[src/rtl/turnstile_access_ctrl_if.sv]
// Sensor, credential and guard inputs plus lock/alarm/status outputs of the
// turnstile access controller.
interface turnstile_access_ctrl_if;
  logic        S;
  logic        CARD;
  logic        ACK;
  logic        UNLOCK;
  logic        ALARM;
  logic        BUSY;
  logic [2:0]  STATE;
  logic [15:0] PASS_CNT;

  modport master (
    output S, CARD, ACK,
    input  UNLOCK, ALARM, BUSY, STATE, PASS_CNT
  );

  modport slave (
    input  S, CARD, ACK,
    output UNLOCK, ALARM, BUSY, STATE, PASS_CNT
  );
endinterface

[src/rtl/turnstile_access_ctrl.sv]
// Turnstile sequencing controller: conditions the presence sensor, separates
// credentialed passages from intrusions, drives the gate lock, alarm and pass count.
module turnstile_access_ctrl #(
  parameter int unsigned DEB_CYC    = 500000,
  parameter int unsigned UNLOCK_CYC = 250000000,
  parameter int unsigned PASS_CYC   = 150000000,
  parameter int unsigned ALARM_CYC  = 100000000,
  parameter int unsigned HOLD_CYC   = 50000000
) (
  input  logic                   CLK,
  input  logic                   RST_N,
  turnstile_access_ctrl_if.slave tif
);

  localparam int unsigned MAX_UP = (UNLOCK_CYC > PASS_CYC) ? UNLOCK_CYC : PASS_CYC;
  localparam int unsigned MAX_AH = (ALARM_CYC > HOLD_CYC) ? ALARM_CYC : HOLD_CYC;
  localparam int unsigned MAX_T  = (MAX_UP > MAX_AH) ? MAX_UP : MAX_AH;
  localparam int unsigned TW     = (MAX_T > 1) ? $clog2(MAX_T) : 1;
  localparam int unsigned DW     = (DEB_CYC > 1) ? $clog2(DEB_CYC) : 1;

  // Timer is loaded with limit-1 so each timed state lasts exactly its limit.
  localparam logic [TW-1:0] T_UNLOCK = TW'(UNLOCK_CYC - 1);
  localparam logic [TW-1:0] T_PASS   = TW'(PASS_CYC - 1);
  localparam logic [TW-1:0] T_ALARM  = TW'(ALARM_CYC - 1);
  localparam logic [TW-1:0] T_HOLD   = TW'(HOLD_CYC - 1);
  localparam logic [DW-1:0] D_LAST   = DW'(DEB_CYC - 1);

  typedef enum logic [2:0] {
    ST_IDLE    = 3'd0,
    ST_ARMED   = 3'd1,
    ST_PASSING = 3'd2,
    ST_ALARM   = 3'd3,
    ST_HOLDOFF = 3'd4
  } state_t;

  logic          s_meta;
  logic          s_sync;
  logic          s_deb;
  logic [DW-1:0] deb_cnt;
  logic          deb_flip;
  logic          s_rise;
  logic          s_fall;

  state_t        state;
  logic [TW-1:0] timer;
  logic          expired;
  logic [15:0]   pass_cnt;
  logic          unlock_q;
  logic          alarm_q;
  logic          busy_q;
  logic [2:0]    state_q;

  // Events fire in the same cycle the debounced level is updated.
  assign deb_flip = (s_sync != s_deb) && (deb_cnt == D_LAST);
  assign s_rise   = deb_flip &&  s_sync;
  assign s_fall   = deb_flip && !s_sync;
  assign expired  = (timer == '0);

  always_ff @(posedge CLK or negedge RST_N) begin
    if (!RST_N) begin
      s_meta  <= 1'b0;
      s_sync  <= 1'b0;
      s_deb   <= 1'b0;
      deb_cnt <= '0;
    end else begin
      s_meta <= tif.S;
      s_sync <= s_meta;
      if (s_sync == s_deb) begin
        deb_cnt <= '0;
      end else if (deb_flip) begin
        s_deb   <= s_sync;
        deb_cnt <= '0;
      end else begin
        deb_cnt <= deb_cnt + DW'(1);
      end
    end
  end

  always_ff @(posedge CLK or negedge RST_N) begin
    if (!RST_N) begin
      state    <= ST_IDLE;
      timer    <= '0;
      pass_cnt <= '0;
      unlock_q <= 1'b0;
      alarm_q  <= 1'b0;
      busy_q   <= 1'b0;
      state_q  <= '0;
    end else begin
      unlock_q <= (state == ST_ARMED) || (state == ST_PASSING);
      alarm_q  <= (state == ST_ALARM);
      busy_q   <= (state != ST_IDLE);
      state_q  <= state;

      if (!expired) begin
        timer <= timer - TW'(1);
      end

      case (state)
        ST_IDLE: begin
          if (s_rise) begin
            state <= ST_ALARM;
            timer <= T_ALARM;
          end else if (tif.CARD) begin
            state <= ST_ARMED;
            timer <= T_UNLOCK;
          end
        end
        ST_ARMED: begin
          if (s_rise) begin
            state <= ST_PASSING;
            timer <= T_PASS;
          end else if (expired) begin
            state <= ST_IDLE;
            timer <= '0;
          end
        end
        ST_PASSING: begin
          if (s_fall) begin
            state    <= ST_IDLE;
            timer    <= '0;
            pass_cnt <= (pass_cnt == '1) ? pass_cnt : pass_cnt + 16'd1;
          end else if (expired) begin
            state <= ST_ALARM;
            timer <= T_ALARM;
          end
        end
        ST_ALARM: begin
          if (expired && tif.ACK && !s_deb) begin
            state <= ST_HOLDOFF;
            timer <= T_HOLD;
          end
        end
        ST_HOLDOFF: begin
          if (expired) begin
            state <= ST_IDLE;
            timer <= '0;
          end
        end
        default: begin
          state <= ST_IDLE;
          timer <= '0;
        end
      endcase
    end
  end

  assign tif.UNLOCK   = unlock_q;
  assign tif.ALARM    = alarm_q;
  assign tif.BUSY     = busy_q;
  assign tif.STATE    = state_q;
  assign tif.PASS_CNT = pass_cnt;

endmodule
[src/flat_wrapper.sv]
// flat-port wrapper written by rule: the top's interface ports become plain ports
module turnstile_access_ctrl_flat 
#(
  parameter int unsigned DEB_CYC    = 500000,
  parameter int unsigned UNLOCK_CYC = 250000000,
  parameter int unsigned PASS_CYC   = 150000000,
  parameter int unsigned ALARM_CYC  = 100000000,
  parameter int unsigned HOLD_CYC   = 50000000
)
  (CLK, RST_N, tif_S, tif_CARD, tif_ACK, tif_UNLOCK, tif_ALARM, tif_BUSY, tif_STATE, tif_PASS_CNT);
  turnstile_access_ctrl_if tif_i ();
  input  logic CLK;
  input  logic RST_N;
  input wire logic [$bits(tif_i.S)-1:0] tif_S;
  input wire logic [$bits(tif_i.CARD)-1:0] tif_CARD;
  input wire logic [$bits(tif_i.ACK)-1:0] tif_ACK;
  output wire logic [$bits(tif_i.UNLOCK)-1:0] tif_UNLOCK;
  output wire logic [$bits(tif_i.ALARM)-1:0] tif_ALARM;
  output wire logic [$bits(tif_i.BUSY)-1:0] tif_BUSY;
  output wire logic [$bits(tif_i.STATE)-1:0] tif_STATE;
  output wire logic [$bits(tif_i.PASS_CNT)-1:0] tif_PASS_CNT;
  assign tif_i.S = tif_S;
  assign tif_i.CARD = tif_CARD;
  assign tif_i.ACK = tif_ACK;
  assign tif_UNLOCK = tif_i.UNLOCK;
  assign tif_ALARM = tif_i.ALARM;
  assign tif_BUSY = tif_i.BUSY;
  assign tif_STATE = tif_i.STATE;
  assign tif_PASS_CNT = tif_i.PASS_CNT;
  turnstile_access_ctrl #(.DEB_CYC(DEB_CYC), .UNLOCK_CYC(UNLOCK_CYC), .PASS_CYC(PASS_CYC), .ALARM_CYC(ALARM_CYC), .HOLD_CYC(HOLD_CYC)) u_core (.CLK(CLK), .RST_N(RST_N), .tif(tif_i));
endmodule
[config.mk]
export PLATFORM = sky130hd
export DESIGN_NAME = turnstile_access_ctrl_flat
export DESIGN_NICKNAME = d
export VERILOG_FILES = /design/src/rtl/turnstile_access_ctrl_if.sv /design/src/rtl/turnstile_access_ctrl.sv /design/src/flat_wrapper.sv
export SDC_FILE = /design/constraint.sdc
export NUM_CORES = 1
export LEC_CHECK = 0
export ABC_AREA = 1
export CAP_MARGIN = 20
export CORE_MARGIN = 5
export CORE_UTILIZATION = 25
export CTS_CLUSTER_SIZE = 20
export DETAILED_ROUTE_END_ITERATION = 12
export PLACE_DENSITY_LB_ADDON = 0.25
export SETUP_SLACK_MARGIN = 0.2
export SYNTH_ARGS = -nofsm -noshare
export SYNTH_HDL_FRONTEND = slang
export SYNTH_SLANG_ARGS = --single-unit
[constraint.sdc]
create_clock -name CLK -period 1.75 [get_ports CLK]
set_input_delay 0.2625 -clock CLK [delete_from_list [all_inputs] [get_ports CLK]]
set_output_delay 0.2625 -clock CLK [all_outputs]
set_load 0.01 [all_outputs]
==> impl_metrics.env <==
export IMPL_crit_start="u_core.timer[22]"
export IMPL_power_switching_w=0.000945
export IMPL_drv_slew=0
export IMPL_wl_per_cell_um=14.1
export IMPL_synth_seq_cells=75
export IMPL_cts_htree_levels=3
export IMPL_synth_simple_gate_area_frac=0.423
export IMPL_top_level_ports=27
export IMPL_wl_met1_mm=7.71
export IMPL_crit_fanout=7
export IMPL_clock_sinks=75
export IMPL_holdWs_ns=0.341
export IMPL_placed_cells=1148
export IMPL_fillers=1997
export IMPL_ff2ff_path_depth=12
export IMPL_rsz0062_at_grt="true"
export IMPL_cts_tree="done"
export IMPL_p_per_area_nw_per_um2=457
export IMPL_synthMuxAreaShare=0
export IMPL_synth_compound_area_frac=0.0608
export IMPL_met2_length_mm=8.39
export IMPL_syn2layout_area_growth_pct=64.4
export IMPL_fmax_ghz=0.526
export IMPL_critPathTopFamily="simple AND/OR/NAND/NOR gates"
export IMPL_final_antenna_net_count=0
export IMPL_vdd_drop_max_uv=451
export IMPL_period_needed_ns=1.90
export IMPL_avgSynthCellArea_um2=6.94
export IMPL_violations="setup timing"
export IMPL_netlist_instances=715
export IMPL_regToRegSetupSlack_ns=-0.15
export IMPL_syn_num_nets=726
export IMPL_internal_power_w=0.00278
export IMPL_path_buf_inv=3
export IMPL_hold_class="input port to register"
export IMPL_swShare=0.254
export IMPL_yosysUniqueCellTypes=41
export IMPL_antenna_cells=0
export IMPL_dpl_hpwl_mm=12.6
export IMPL_setup_viol=31
export IMPL_yosysWarnings=0
export IMPL_p_seq_frac=0.469
export IMPL_grt_start_max_net_pins=28
export IMPL_slowest_stage="dfrtp_1"
export IMPL_place_port_buffers=26
export IMPL_arrival_ns=2.18
export IMPL_path_depth=12
export IMPL_yosys_area_top_type="dfrtp_1"
export IMPL_crit_chain="nor2_2 > nand2_2 > nor2_4 > buf_6 > nand2_4 > nor2_4 > buf_6 > nand4_1 > buf_4 > nand2_2 > nand2_2 > nand2_2"
export IMPL_chipWidth_um=151
export IMPL_slowest_delay_ns=0.39
export IMPL_die_h_um=151
export IMPL_synthAdderAreaFrac=0.0151
export IMPL_clk_pin_slew_worst_paths_ns=0.07
export IMPL_grt_pass1_vias=5285
export IMPL_final_hold_viol_count=0
export IMPL_vias_per_cell=4.44
export IMPL_p_total_w=0.00372
export IMPL_synth_top_cells_by_area="dfrtp_1, nand2_1, nor2_1"
export IMPL_dieArea_um2=22800
export IMPL_synth_xor_area_frac=0.0477
export IMPL_slew_headroom=0.695
export IMPL_leakage_nw=4.00
export IMPL_tightest_slew_ns=0.457
export IMPL_clkLatencyLatePin_ns=0.35
export IMPL_cts_buffers=9
export IMPL_remaining_drc_errors=0
export IMPL_gr_total_overflow=0
export IMPL_skew_ns=0.0124
export IMPL_nets=957
export IMPL_layout_setup_ws_ns=-0.152
export IMPL_layout_commonest_cell="buf_4"
export IMPL_crit_required_ns=2.03
export IMPL_ys_seq_area_frac=0.378
export IMPL_status="finished, violations left"
export IMPL_drv_cap=0
export IMPL_yosys_most_used_dff="dfrtp_1"
export IMPL_p_clk_frac=0.494
export IMPL_vias=5402
export IMPL_fp_row_count=51
export IMPL_cp_endpoint="u_core.timer[17]"
export IMPL_synth_top_family_by_area="simple AND/OR/NAND/NOR gates"
export IMPL_routed_wl_mm=17.1
export IMPL_drt_iter0_markers=216
export IMPL_post_route_period_util=1.09
export IMPL_routed_top_layer="met4"
export IMPL_place_gp_congestion=0.941
export IMPL_syn_cell_area_um2=4960
export IMPL_wl_met3_um=697
export IMPL_grt_first_pass_wirelength_mm=27.3
export IMPL_clockBufferDepth=2
export IMPL_path_class="register to register"
export IMPL_start_util=0.254
export IMPL_worstSetupStartpointType="register"
export IMPL_grt_antenna_before_repair=0
export IMPL_final_cell_mix="buf_4, nand2_1, nor2_1"
export IMPL_drive_gt1_frac=0.426
export IMPL_grt_use_total=0.155
export IMPL_p_comb_frac=0.036
export IMPL_r2r_end="u_core.timer[17]"
export IMPL_final_cells=1216
export IMPL_synth_edf_count=0
export IMPL_fp_coreArea_um2=19500
export IMPL_cpMostUsedCell="nand2_2"
export IMPL_reg2reg_from="u_core.timer[22]"
export IMPL_synth_top_area_share=0.378
export IMPL_dr_pass1_iters=4
export IMPL_cp_end_kind="register"
export IMPL_clockRootBuffer="clkbuf_16"
export IMPL_synthArstFlopShare=1.00
## worst min path at each step
stage | end | cells after the start | slack, ns | startpoint
floorplan | u_core.deb_cnt[0] | 0 | -0.03 | RST_N
global placement | u_core.timer[14] | 1 | 0.24 | RST_N
detailed placement | u_core.timer[20] | 1 | 0.25 | RST_N
CTS | u_core.s_meta | 1 | 0.33 | tif_S
global route | u_core.s_meta | 1 | 0.32 | tif_S
finish | u_core.s_meta | 1 | 0.34 | tif_S
## registers in the layout, indices dropped and copies added (netlist names), 3 cells and up
signal,flops
u_core.deb_cnt,19
u_core.tif.PASS_CNT,16
u_core.timer,28
u_core.state,3
u_core.tif.STATE,3
## cell type report
cell class,count,area (um^2),share of cell area
clock buffers,9,225,0.0276
well taps,265,332,0.0407
flip-flops and latches,75,1880,0.231
repair buffers,225,1860,0.229
repair inverters,1,16.3,0.00199
inverters,82,328,0.0402
multi-input cells,552,3450,0.423
clock inverters,7,58.8,0.00721
## per-layer routing
metal,vias to the layer above,track usage
li1,2754,-
met1,2537,0.204
met2,81,0.261
met3,30,0.0296
met4,0,0.0399
met5,-,0
## synthesized netlist by cell type (10+ instances only)
| cell type | instances |
|---|---|
| nand3_1 | 62 |
| nor3_1 | 12 |
| xnor2_1 | 10 |
| xor2_1 | 17 |
| o21ai_1 | 11 |
| a21oi_1 | 14 |
| inv_1 | 76 |
| dfrtp_1 | 75 |
| nor2_1 | 105 |
| o21ai_0 | 18 |
| nand4_1 | 21 |
| nand2_1 | 225 |
## stage by stage
stage / setup WS, ns / setup TNS, ns / utilization / cell area (um^2)
floorplan: 0.0437 / 0 / - / 5090
global placement: -0.226 / -4.37 / 0.346 / 6760
detailed placement: -0.228 / -4.57 / 0.346 / 6760
CTS: -0.0827 / -0.806 / 0.394 / 7680
global route: -0.216 / -5.95 / 0.418 / 8160
finish: -0.152 / -1.85 / 0.418 / 8160
## cells by family (layout without fill, tap and decap cells)
| logic type | Yosys count | after routing |
|---|---|---|
| AO/OA/AOI/OAI | 54 | 54 |
| XOR/XNOR | 27 | 27 |
| adder cells (fa/ha/maj) | 6 | 6 |
| buffers and inverters | 89 | 324 |
| flip-flops | 75 | 75 |
| AND/OR/NAND/NOR | 464 | 465 |
## power groups by stage
| stage | Sequential (W) | Combinational (W) | Clock (W) |
|---|---|---|---|
| global placement | 0.00178 | 0.000132 | 0 |
| global route | 0.00175 | 0.000153 | 0.00196 |
| finish | 0.00175 | 0.000135 | 0.00184 |
| CTS | 0.00175 | 0.000138 | 0.00190 |
| detailed placement | 0.00178 | 0.000132 | 0 |
| floorplan | 0.00178 | 0.0000313 | 0 |
## what timing repair did
action / 4_1_cts / 5_1_grt
buffers inserted: 32 / 17
hold buffers: 1 / 0
gates resized for setup: 122 / 95
cloned: 2 / 0
setup endpoints to repair: 73 / 64
pin swaps: 39 / 48
endpoints found under the hold margin: 25 / 0
(Power assumes the default switching activity.)
